<file path="config.mk">
export PLATFORM = sky130hd
export DESIGN_NAME = tone_meter
export DESIGN_NICKNAME = d
export VERILOG_FILES = /design/src/rtl/tone_meter.sv
export SDC_FILE = /design/constraint.sdc
export NUM_CORES = 1
export LEC_CHECK = 0
export CAP_MARGIN = 20
export CORE_MARGIN = 2
export CORE_UTILIZATION = 55
export DETAILED_ROUTE_END_ITERATION = 6
export GPL_TIMING_DRIVEN = 0
export PLACE_DENSITY = 0.71
export SETUP_SLACK_MARGIN = 0.15
export SYNTH_ARGS = -nofsm -noshare
export SYNTH_HDL_FRONTEND = slang
export SYNTH_SLANG_ARGS = --single-unit
</file>
<file path="constraint.sdc">
create_clock -name clk -period 3.83 [get_ports clk]
set_input_delay 0.383 -clock clk [delete_from_list [all_inputs] [get_ports clk]]
set_output_delay 0.383 -clock clk [all_outputs]
set_load 0.02 [all_outputs]
</file>
<file path="src/rtl/tone_meter.sv">
// tone_meter: classifies a square-wave tone (1..TONES kHz in 1 kHz steps) by measuring the
// rising-edge-to-rising-edge period of an asynchronous input in system clocks and locking onto
// the nearest tone index after MATCH consecutive agreeing periods.
//
// Ports:
//   clk    in   system clock, rising edge
//   rb     in   asynchronous active-low reset
//   sig_in in   asynchronous tone input
//   idx    out  locked tone index (k-1 for k kHz), held when the lock is lost
//   valid  out  idx holds a currently locked tone
//   chg    out  one-clock pulse whenever idx or valid changes
//
// Build option: define TONE_METER_DEGLITCH_EN to insert a 4-clock stability filter after the
// synchroniser (removes pulses of 3 clocks or shorter, adds 4 clocks of edge latency).
module tone_meter #(
   parameter int unsigned CLK_KHZ = 50_000,
   parameter int unsigned TONES   = 20,
   parameter int unsigned MATCH   = 3
) (
   input  logic       clk,
   input  logic       rb,
   input  logic       sig_in,
   output logic [4:0] idx,
   output logic       valid,
   output logic       chg
);

   localparam int unsigned   CntW       = 17;
   localparam logic [16:0]   CntMax     = '1;
   // Longest in-range period is U_1 = 2*CLK_KHZ; one clock beyond that is silence.
   localparam logic [16:0]   TimeoutCnt = 17'(2 * CLK_KHZ + 1);
   localparam logic [2:0]    MatchCnt   = 3'(MATCH);

   typedef enum logic [0:0] {StUnarmed, StArmed} state_e;

   // Bin edges: a period P belongs to tone k when lo_bound(k) < P <= hi_bound(k).
   function automatic int unsigned lo_bound(input int unsigned k);
      return (2 * CLK_KHZ) / (2 * k + 1);
   endfunction

   function automatic int unsigned hi_bound(input int unsigned k);
      return (2 * CLK_KHZ) / (2 * k - 1);
   endfunction

   // ---------------------------------------------------------------- input path
   logic sync1_q, sync2_q, lvl, prev_q, edge_q;

   always_ff @(posedge clk or negedge rb) begin
      if (!rb) begin
         sync1_q <= 1'b0;
         sync2_q <= 1'b0;
      end else begin
         sync1_q <= sig_in;
         sync2_q <= sync1_q;
      end
   end

`ifdef TONE_METER_DEGLITCH_EN
   logic       filt_q;
   logic [1:0] stab_q;

   // Follow the synchronised level only once it has differed for 4 consecutive clocks.
   always_ff @(posedge clk or negedge rb) begin
      if (!rb) begin
         filt_q <= 1'b0;
         stab_q <= 2'd0;
      end else if (sync2_q == filt_q) begin
         stab_q <= 2'd0;
      end else if (stab_q == 2'd3) begin
         filt_q <= sync2_q;
         stab_q <= 2'd0;
      end else begin
         stab_q <= stab_q + 2'd1;
      end
   end

   assign lvl = filt_q;
`else
   assign lvl = sync2_q;
`endif

   logic [CntW-1:0] cnt_q;

   // cnt_q equals the number of clocks since the last recognised edge, so it is the period
   // whenever edge_q is high.
   always_ff @(posedge clk or negedge rb) begin
      if (!rb) begin
         prev_q <= 1'b0;
         edge_q <= 1'b0;
         cnt_q  <= '0;
      end else begin
         prev_q <= lvl;
         edge_q <= lvl & ~prev_q;
         if (edge_q) begin
            cnt_q <= 17'd1;
         end else if (cnt_q != CntMax) begin
            cnt_q <= cnt_q + 17'd1;
         end
      end
   end

   // ---------------------------------------------------------------- classifier
   logic [31:0] per;
   logic [4:0]  cls;
   logic        cls_ok;

   assign per = 32'(cnt_q);

   always_comb begin
      cls    = '0;
      cls_ok = 1'b0;
      for (int unsigned k = 1; k <= TONES; k++) begin
         if (per > lo_bound(k) && per <= hi_bound(k)) begin
            cls    = 5'(k - 1);
            cls_ok = 1'b1;
         end
      end
   end

   // ---------------------------------------------------------------- lock FSM
   state_e     state_q, state_d;
   logic [4:0] cand_q, cand_d, idx_q, idx_d;
   logic [2:0] mcnt_q, mcnt_d;
   logic       valid_q, valid_d, chg_q, chg_d;
   logic       timeout;

   always_ff @(posedge clk or negedge rb) begin
      if (!rb) begin
         state_q <= StUnarmed;
         cand_q  <= '0;
         mcnt_q  <= '0;
         idx_q   <= '0;
         valid_q <= 1'b0;
         chg_q   <= 1'b0;
      end else begin
         state_q <= state_d;
         cand_q  <= cand_d;
         mcnt_q  <= mcnt_d;
         idx_q   <= idx_d;
         valid_q <= valid_d;
         chg_q   <= chg_d;
      end
   end

   always_comb begin
      state_d = state_q;
      cand_d  = cand_q;
      mcnt_d  = mcnt_q;
      idx_d   = idx_q;
      valid_d = valid_q;
      chg_d   = 1'b0;
      timeout = (state_q == StArmed) && (cnt_q >= TimeoutCnt);

      if (timeout) begin
         state_d = StUnarmed;
         mcnt_d  = '0;
         if (valid_q) begin
            valid_d = 1'b0;
            chg_d   = 1'b1;
         end
      end

      if (edge_q) begin
         // Looking at state_d lets an edge coinciding with a timeout re-arm the meter.
         if (state_d == StUnarmed) begin
            state_d = StArmed;
         end else if (!cls_ok) begin
            mcnt_d = '0;
            cand_d = '0;
            if (valid_q) begin
               valid_d = 1'b0;
               chg_d   = 1'b1;
            end
         end else begin
            if (cls == cand_q) begin
               if (mcnt_q < MatchCnt) begin
                  mcnt_d = mcnt_q + 3'd1;
               end
            end else begin
               cand_d = cls;
               mcnt_d = 3'd1;
            end
            if (mcnt_d == MatchCnt && (cand_d != idx_q || !valid_q)) begin
               idx_d   = cand_d;
               valid_d = 1'b1;
               chg_d   = 1'b1;
            end
         end
      end
   end

   assign idx   = idx_q;
   assign valid = valid_q;
   assign chg   = chg_q;

endmodule

</file>
==> results of run 1 <==
Yosys cell counts (4+ instances only):
cell type / number / area [um2]
nand4b_1: 6 / 52.6
buf_6: 6 / 67.6
nand3_1: 18 / 90.1
ha_1: 5 / 62.6
a21oi_1: 15 / 75.1
nor3_1: 10 / 50.1
nor3b_1: 4 / 30.0
dfrtp_1: 37 / 926
o21a_1: 5 / 37.5
nor2_1: 42 / 158
a31oi_1: 6 / 37.5
nor2b_1: 6 / 37.5
xor2_1: 8 / 70.1
buf_4: 9 / 67.6
nand2_1: 36 / 135
mux2i_1: 6 / 60.1
or3_1: 4 / 25.0
buf_2: 7 / 35.0
nor4_1: 13 / 81.3
and2_1: 6 / 37.5
a211oi_1: 4 / 30.0
o21ai_0: 20 / 100
clkbuf_1: 11 / 41.3
nand4_1: 11 / 68.8
xnor2_1: 14 / 123
o211ai_1: 7 / 52.6
inv_1: 10 / 37.5
nand2b_1: 7 / 43.8
worst max-delay path by stage:
stage                   start      to  slack, ps
detailed placement   cnt_q[1]  idx[1]       -360
finish               cnt_q[0]  idx[1]        240
global placement     cnt_q[1]  idx[1]       -300
CTS                  cnt_q[0]  idx[3]        170
floorplan            cnt_q[1]  idx[1]        330
global route        cnt_q[12]  idx[1]        130
flip-flops by register name (all words and copies together) (netlist names):
register,flops
chg,1
cnt_q,17
prev_q,1
lvl,1
sync1_q,1
idx,5
state_q,1
valid,1
mcnt_q,3
cand_q,5
edge_q,1
layout make-up:
class                      count  share of cell area
buffer                        33              0.0588
clock buffer                   5              0.0180
clock inverter                 3              0.0114
inverter                      10             0.00980
multi-input combinational    322               0.592
sequential                    37               0.242
tap                           75              0.0245
timing repair buffer          20              0.0438
layout by cell type (no fill, tap or decap), types with 8 or more instances in the layout:
master / n
nor2_1: 41
o21ai_0: 18
inv_1: 8
clkbuf_1: 9
buf_4: 21
nor3_1: 8
xnor2_1: 13
xor2_1: 8
a21oi_1: 15
dfrtp_1: 36
nor4_1: 10
nand2_1: 35
nand3_1: 18
nand4_1: 11
clkdlybuf4s50_1: 8
through the flow:
step	cells	worst slack, ps	hold slack, ps
global placement	486	-299	344
finish	505	239	177
floorplan	402	328	87.4
global route	505	134	255
detailed placement	486	-357	336
CTS	503	169	235
power groups by stage:
stage | Clock [uW] | Sequential, uW | Combinational (uW)
final | 355 | 425 | 365
after global routing | 375 | 428 | 385
after CTS | 361 | 423 | 340
after detailed placement | 0 | 437 | 296
after global placement | 0 | 435 | 294
after floorplan | 0 | 431 | 207
cell families after synthesis:
logic type / Yosys count
xor gates and xnor gates: 22
AOI/OAI and AO/OA: 94
and+or+nand+nor: 194
adders and majority gates: 5
buffers and inverters: 43
muxes: 7
DFF: 37
per-layer routing:
layer / up-vias / GRT usage / share of wire / wire [um]
met5: - / 0 / 0 / 0
met4: 0 / 0.140 / 0.035 / 380
met3: 41 / 0.0714 / 0.097 / 1060
met2: 210 / 0.503 / 0.44 / 4760
met1: 1671 / 0.490 / 0.43 / 4710
li1: 1549 / - / - / -
timing repair:
action / 4_1_cts / 5_1_grt
gates resized for setup: 16 / 19
pin swaps: 8 / 5
buffers inserted: 9 / 2
setup endpoints to repair: 10 / 8
cloned: 0 / 0
==> impl_metrics.tcl, run 1 <==
set metrics [dict create \
    r2r-end "idx[1]" \
    area_growth_pct 15.3 \
    ys_seq_area_frac 0.279 \
    finalInstanceArea_um2 3830 \
    leakagePower_uw 0.00146 \
    synth_ff_type "dfrtp_1" \
    drt_iter0_markers 541 \
    register_area_um2 927 \
    finish.utilization 0.651 \
    core_um2 5890 \
    dp_hpwl_um 7790 \
    rr_startpoint "cnt_q[0]" \
    synth.net_count 410 \
    power_density_nw_per_um2 299 \
    crit_required_ps 4010 \
    start_util 0.564 \
    worst_skew_pair.late_latency_ps 300 \
    slowest_delay_ps 520 \
    tns_ps 0 \
    grt.total_usage 0.343 \
    htreeDepth 2 \
    finalHoldViolCount 0 \
    synth_seq_cells 37 \
    firstDrtPassIters 7 \
    grt_start_max_net_pins 38 \
    synthSimpleGateAreaFrac 0.337 \
    placementRows 28 \
    crit_type "flop to flop" \
    synth_warnings 0 \
    ys_types 70 \
    synth_cells 402 \
    final_nets 437 \
    status "finished, final reports clean" \
    postRouteAntennaNets 0 \
    crit_fanout 5 \
    grt_pass1_vias 3201 \
    synthAdderAreaFrac 0.0188 \
    io_buffers 9 \
    fillers 506 \
    drv_slew 0 \
    routedWlPerCell_um 21.6 \
    pwr-share-comb 0.319 \
    worstMarginPinSlew_ps 881 \
    rsz0062_at_grt "no" \
    arrival_ps 3780 \
    synth_compound_area_frac 0.209 \
    power.switching_uw 410 \
    power_frac_clock 0.310 \
    netSwitchingFraction 0.358 \
    overflow 0 \
    reg2reg_depth 10 \
    crit_cells 10 \
    synth_xor_xnor_area_share 0.0580 \
    num_vias 3471 \
    relSlewSlack 0.413 \
    cap_violations 0 \
    gp_congestion 0.977 \
    holdBufCountCts 0 \
    die_area_um2 6680 \
    fmax_ghz 0.278 \
    die_height_um 81.7 \
    post-route-min-period_ps 3590 \
    post-route-period-util 0.938 \
    total_power_uw 1150 \
    antenna_found_initial 0 \
    viasPerCell 6.87 \
    cts_made_buffers 5 \
    crit_path_end_kind "flop" \
    fin_skew_ps 14.2 \
    path_buf_inv 1 \
    critPathLaunchType "flop" \
    clockRootBuffer "clkbuf_8" \
    n_antenna_cell 0 \
    hp-class "input pin to asynchronous set/reset pin" \
    die_w_um 81.7 \
    syn_area_um2 3320 \
    seqPwrFrac 0.371 \
    synth_enable_flop_cells 0 \
    totalWireLength_um 10900 \
    post_dp_cell_area_um2 3500 \
    setup_viol 0 \
    io_pins 10 \
    tritoncts "yes" \
    drc 0 \
    cp_slowest_cell "a311oi_1" \
    r2r_slack_ps 240 \
    layout-drive-gt1-share 0.205 \
    grt_pass1_wl_um 16900 \
    power.internal_uw 736 \
    multi_input_area_um2 2270 \
    ir_worst_vdd_uv 289 \
    muxShareOfSynthArea 0.0226 \
    syn_area_per_cell_um2 8.26 \
    crit_family "compound AO/OA/AOI/OAI gates" \
    crit_chain "buf_4, or3_1, a311oi_1, o311ai_1, and2_1, o211ai_1, xnor2_1, nand4_1, o311ai_4, mux2_4" \
    synth_top_family_by_area "simple AND/OR/NAND/NOR gates" \
    synthArstFlopShare 1.00 \
    clk_path_buf_depth 2 \
    clock_sinks 37 \
    path_clk_slew_ps 90 \
]
Power figures use the tool's default switching activity.
==> run 2, diff against run 1 <==
- MAX_ROUTING_LAYER: default -> met4
==> run 2 against run 1 <==
  * Sequential share of layout area shrank 0.087 points
  * Non-clock buffer count rose by 6
  * Clock power decreased by 17%
  * Count of clock-buffer cells in the layout up 1
  * Setup slack improved by 5.7 ps
  * First-iteration DRC count decreased by 14%
==> impl_metrics.tcl, run 2 (same netlist as run 1, synthesis figures left out) <==
set metrics [dict create \
    die_height_um 81.7 \
    largest_reg_flops 17 \
    dp_hpwl_um 7480 \
    routedWlPerCell_um 20.4 \
    crit_chain "buf_4, nand4b_1, o21a_1, a221oi_1, nor4_1, a311o_1, a2111oi_4, xnor2_2, nor4_4, o311ai_4, mux2_4" \
    power_density_nw_per_um2 286 \
    clock_sinks 37 \
    arrival_ps 3760 \
    ir_worst_vdd_uv 323 \
    worstMarginPinSlew_ps 848 \
    rsz0062_at_grt "no" \
    die_w_um 81.7 \
    firstDrtPassIters 5 \
    n_antenna_cell 0 \
    crit_path_start "cnt_q[12]" \
    crit_path_end_kind "flop" \
    layout_common_cells "nor2_1 (41), nand2_1 (36), dfrtp_1 (36)" \
    totalWireLength_um 10400 \
    placementRows 28 \
    setup_viol 0 \
    io_pins 10 \
    drv_slew 0 \
    post-route-period-util 0.936 \
    cts_made_buffers 5 \
    post-route-min-period_ps 3590 \
    crit_type "flop to flop" \
    crit_required_ps 4010 \
    holdBufCountCts 0 \
    overflow 0 \
    io_buffers 9 \
    postRouteAntennaNets 0 \
    viasPerCell 6.68 \
    path_clk_slew_ps 80 \
    path_buf_inv 1 \
    final_cells 511 \
    crit_fanout 10 \
    slowest_delay_ps 470 \
    finalHoldViolCount 0 \
    tritoncts "yes" \
    gp_congestion 1.02 \
    regMostFlops "cnt_q" \
    num_vias 3411 \
    cap_violations 0 \
    die_area_um2 6680 \
    critPathLaunchType "flop" \
    fmax_ghz 0.279 \
    relSlewSlack 0.434 \
    drt_iter0_markers 465 \
    layout-drive-gt1-share 0.206 \
    status "finished, final reports clean" \
    grt_pass1_wl_um 16200 \
    final_common_cell "nor2_1" \
    clockRootBuffer "clkbuf_8" \
    drc 0 \
    cp_slowest_cell "nand4b_1" \
    tns_ps 0 \
    crit_family "compound AO/OA/AOI/OAI gates" \
    holdWs_ps 189 \
    rr_startpoint "cnt_q[12]" \
    grt.total_usage 0.332 \
    final_nets 443 \
    dpl.cell_count 486 \
    leakagePower_uw 0.00148 \
    core_um2 5890 \
    fin_skew_ps 8.40 \
    start_util 0.564 \
    area_growth_pct 15.7 \
    total_power_uw 1100 \
    worst_skew_pair.late_latency_ps 290 \
    grt_pass1_vias 3072 \
    antenna_found_initial 0 \
    hp-class "input pin to asynchronous set/reset pin" \
    clk_path_buf_depth 2 \
    grt_start_max_net_pins 38 \
    htreeDepth 2 \
]
## run 2: layer usage
layer / track usage / routed length, um / vias up
met4: 0.0883 / 376 / 0
met3: 0.0484 / 929 / 42
met5: - / 0 / -
met1: 0.478 / 4630 / 1603
met2: 0.489 / 4490 / 208
li1: - / - / 1558
## run 2: layout make-up
cell class / count / area, um2
Buffer: 33 / 226
Clock buffer: 6 / 82.6
Clock inverter: 2 / 13.8
Fill cell: 489 / 2040
Inverter: 10 / 40.0
Multi-Input combinational cell: 322 / 2250
Sequential cell: 37 / 927
Tap cell: 75 / 93.8
Timing Repair Buffer: 26 / 213
## run 2: path summary, 6_finish.rpt
path,cells after the start,endpoint,slack (ps)
min,1,cnt_q[3],190
max reg2reg,11,idx[1],240
max in group asynchronous,1,cnt_q[1],3060
min reg2reg,0,lvl,360
max,11,idx[1],240
min in group clk,0,lvl,360
## run 2: per-stage QoR
stage	instance area [um2]	utilization	setup WS (ps)
after floorplan	3320	-	328
after global placement	3510	0.596	-318
after detailed placement	3500	0.595	-295
after CTS	3680	0.625	160
after global routing	3840	0.653	111
final	3840	0.653	245
## run 2: worst register-to-register path: stages, from the launching register on
cell	delay (ps)
dfrtp_1	370
buf_4	170
nand4b_1	470
o21a_1	250
a221oi_1	350
nor4_1	80
a311o_1	390
a2111oi_4	390
xnor2_2	150
nor4_4	350
o311ai_4	180
mux2_4	330
## run 2: what timing repair did
item	in CTS	in global routing
buffers inserted	7	10
endpoints found under the setup margin	9	8
gates cloned	0	0
hold endpoints to repair	0	0
resized for setup	8	26
pin swaps	4	13
## run 2: report_power, final
group | switching, uW | internal, uW | total, uW
Combinational | 232 | 145 | 378
Clock | 148 | 146 | 294
Sequential | 16.4 | 410 | 426
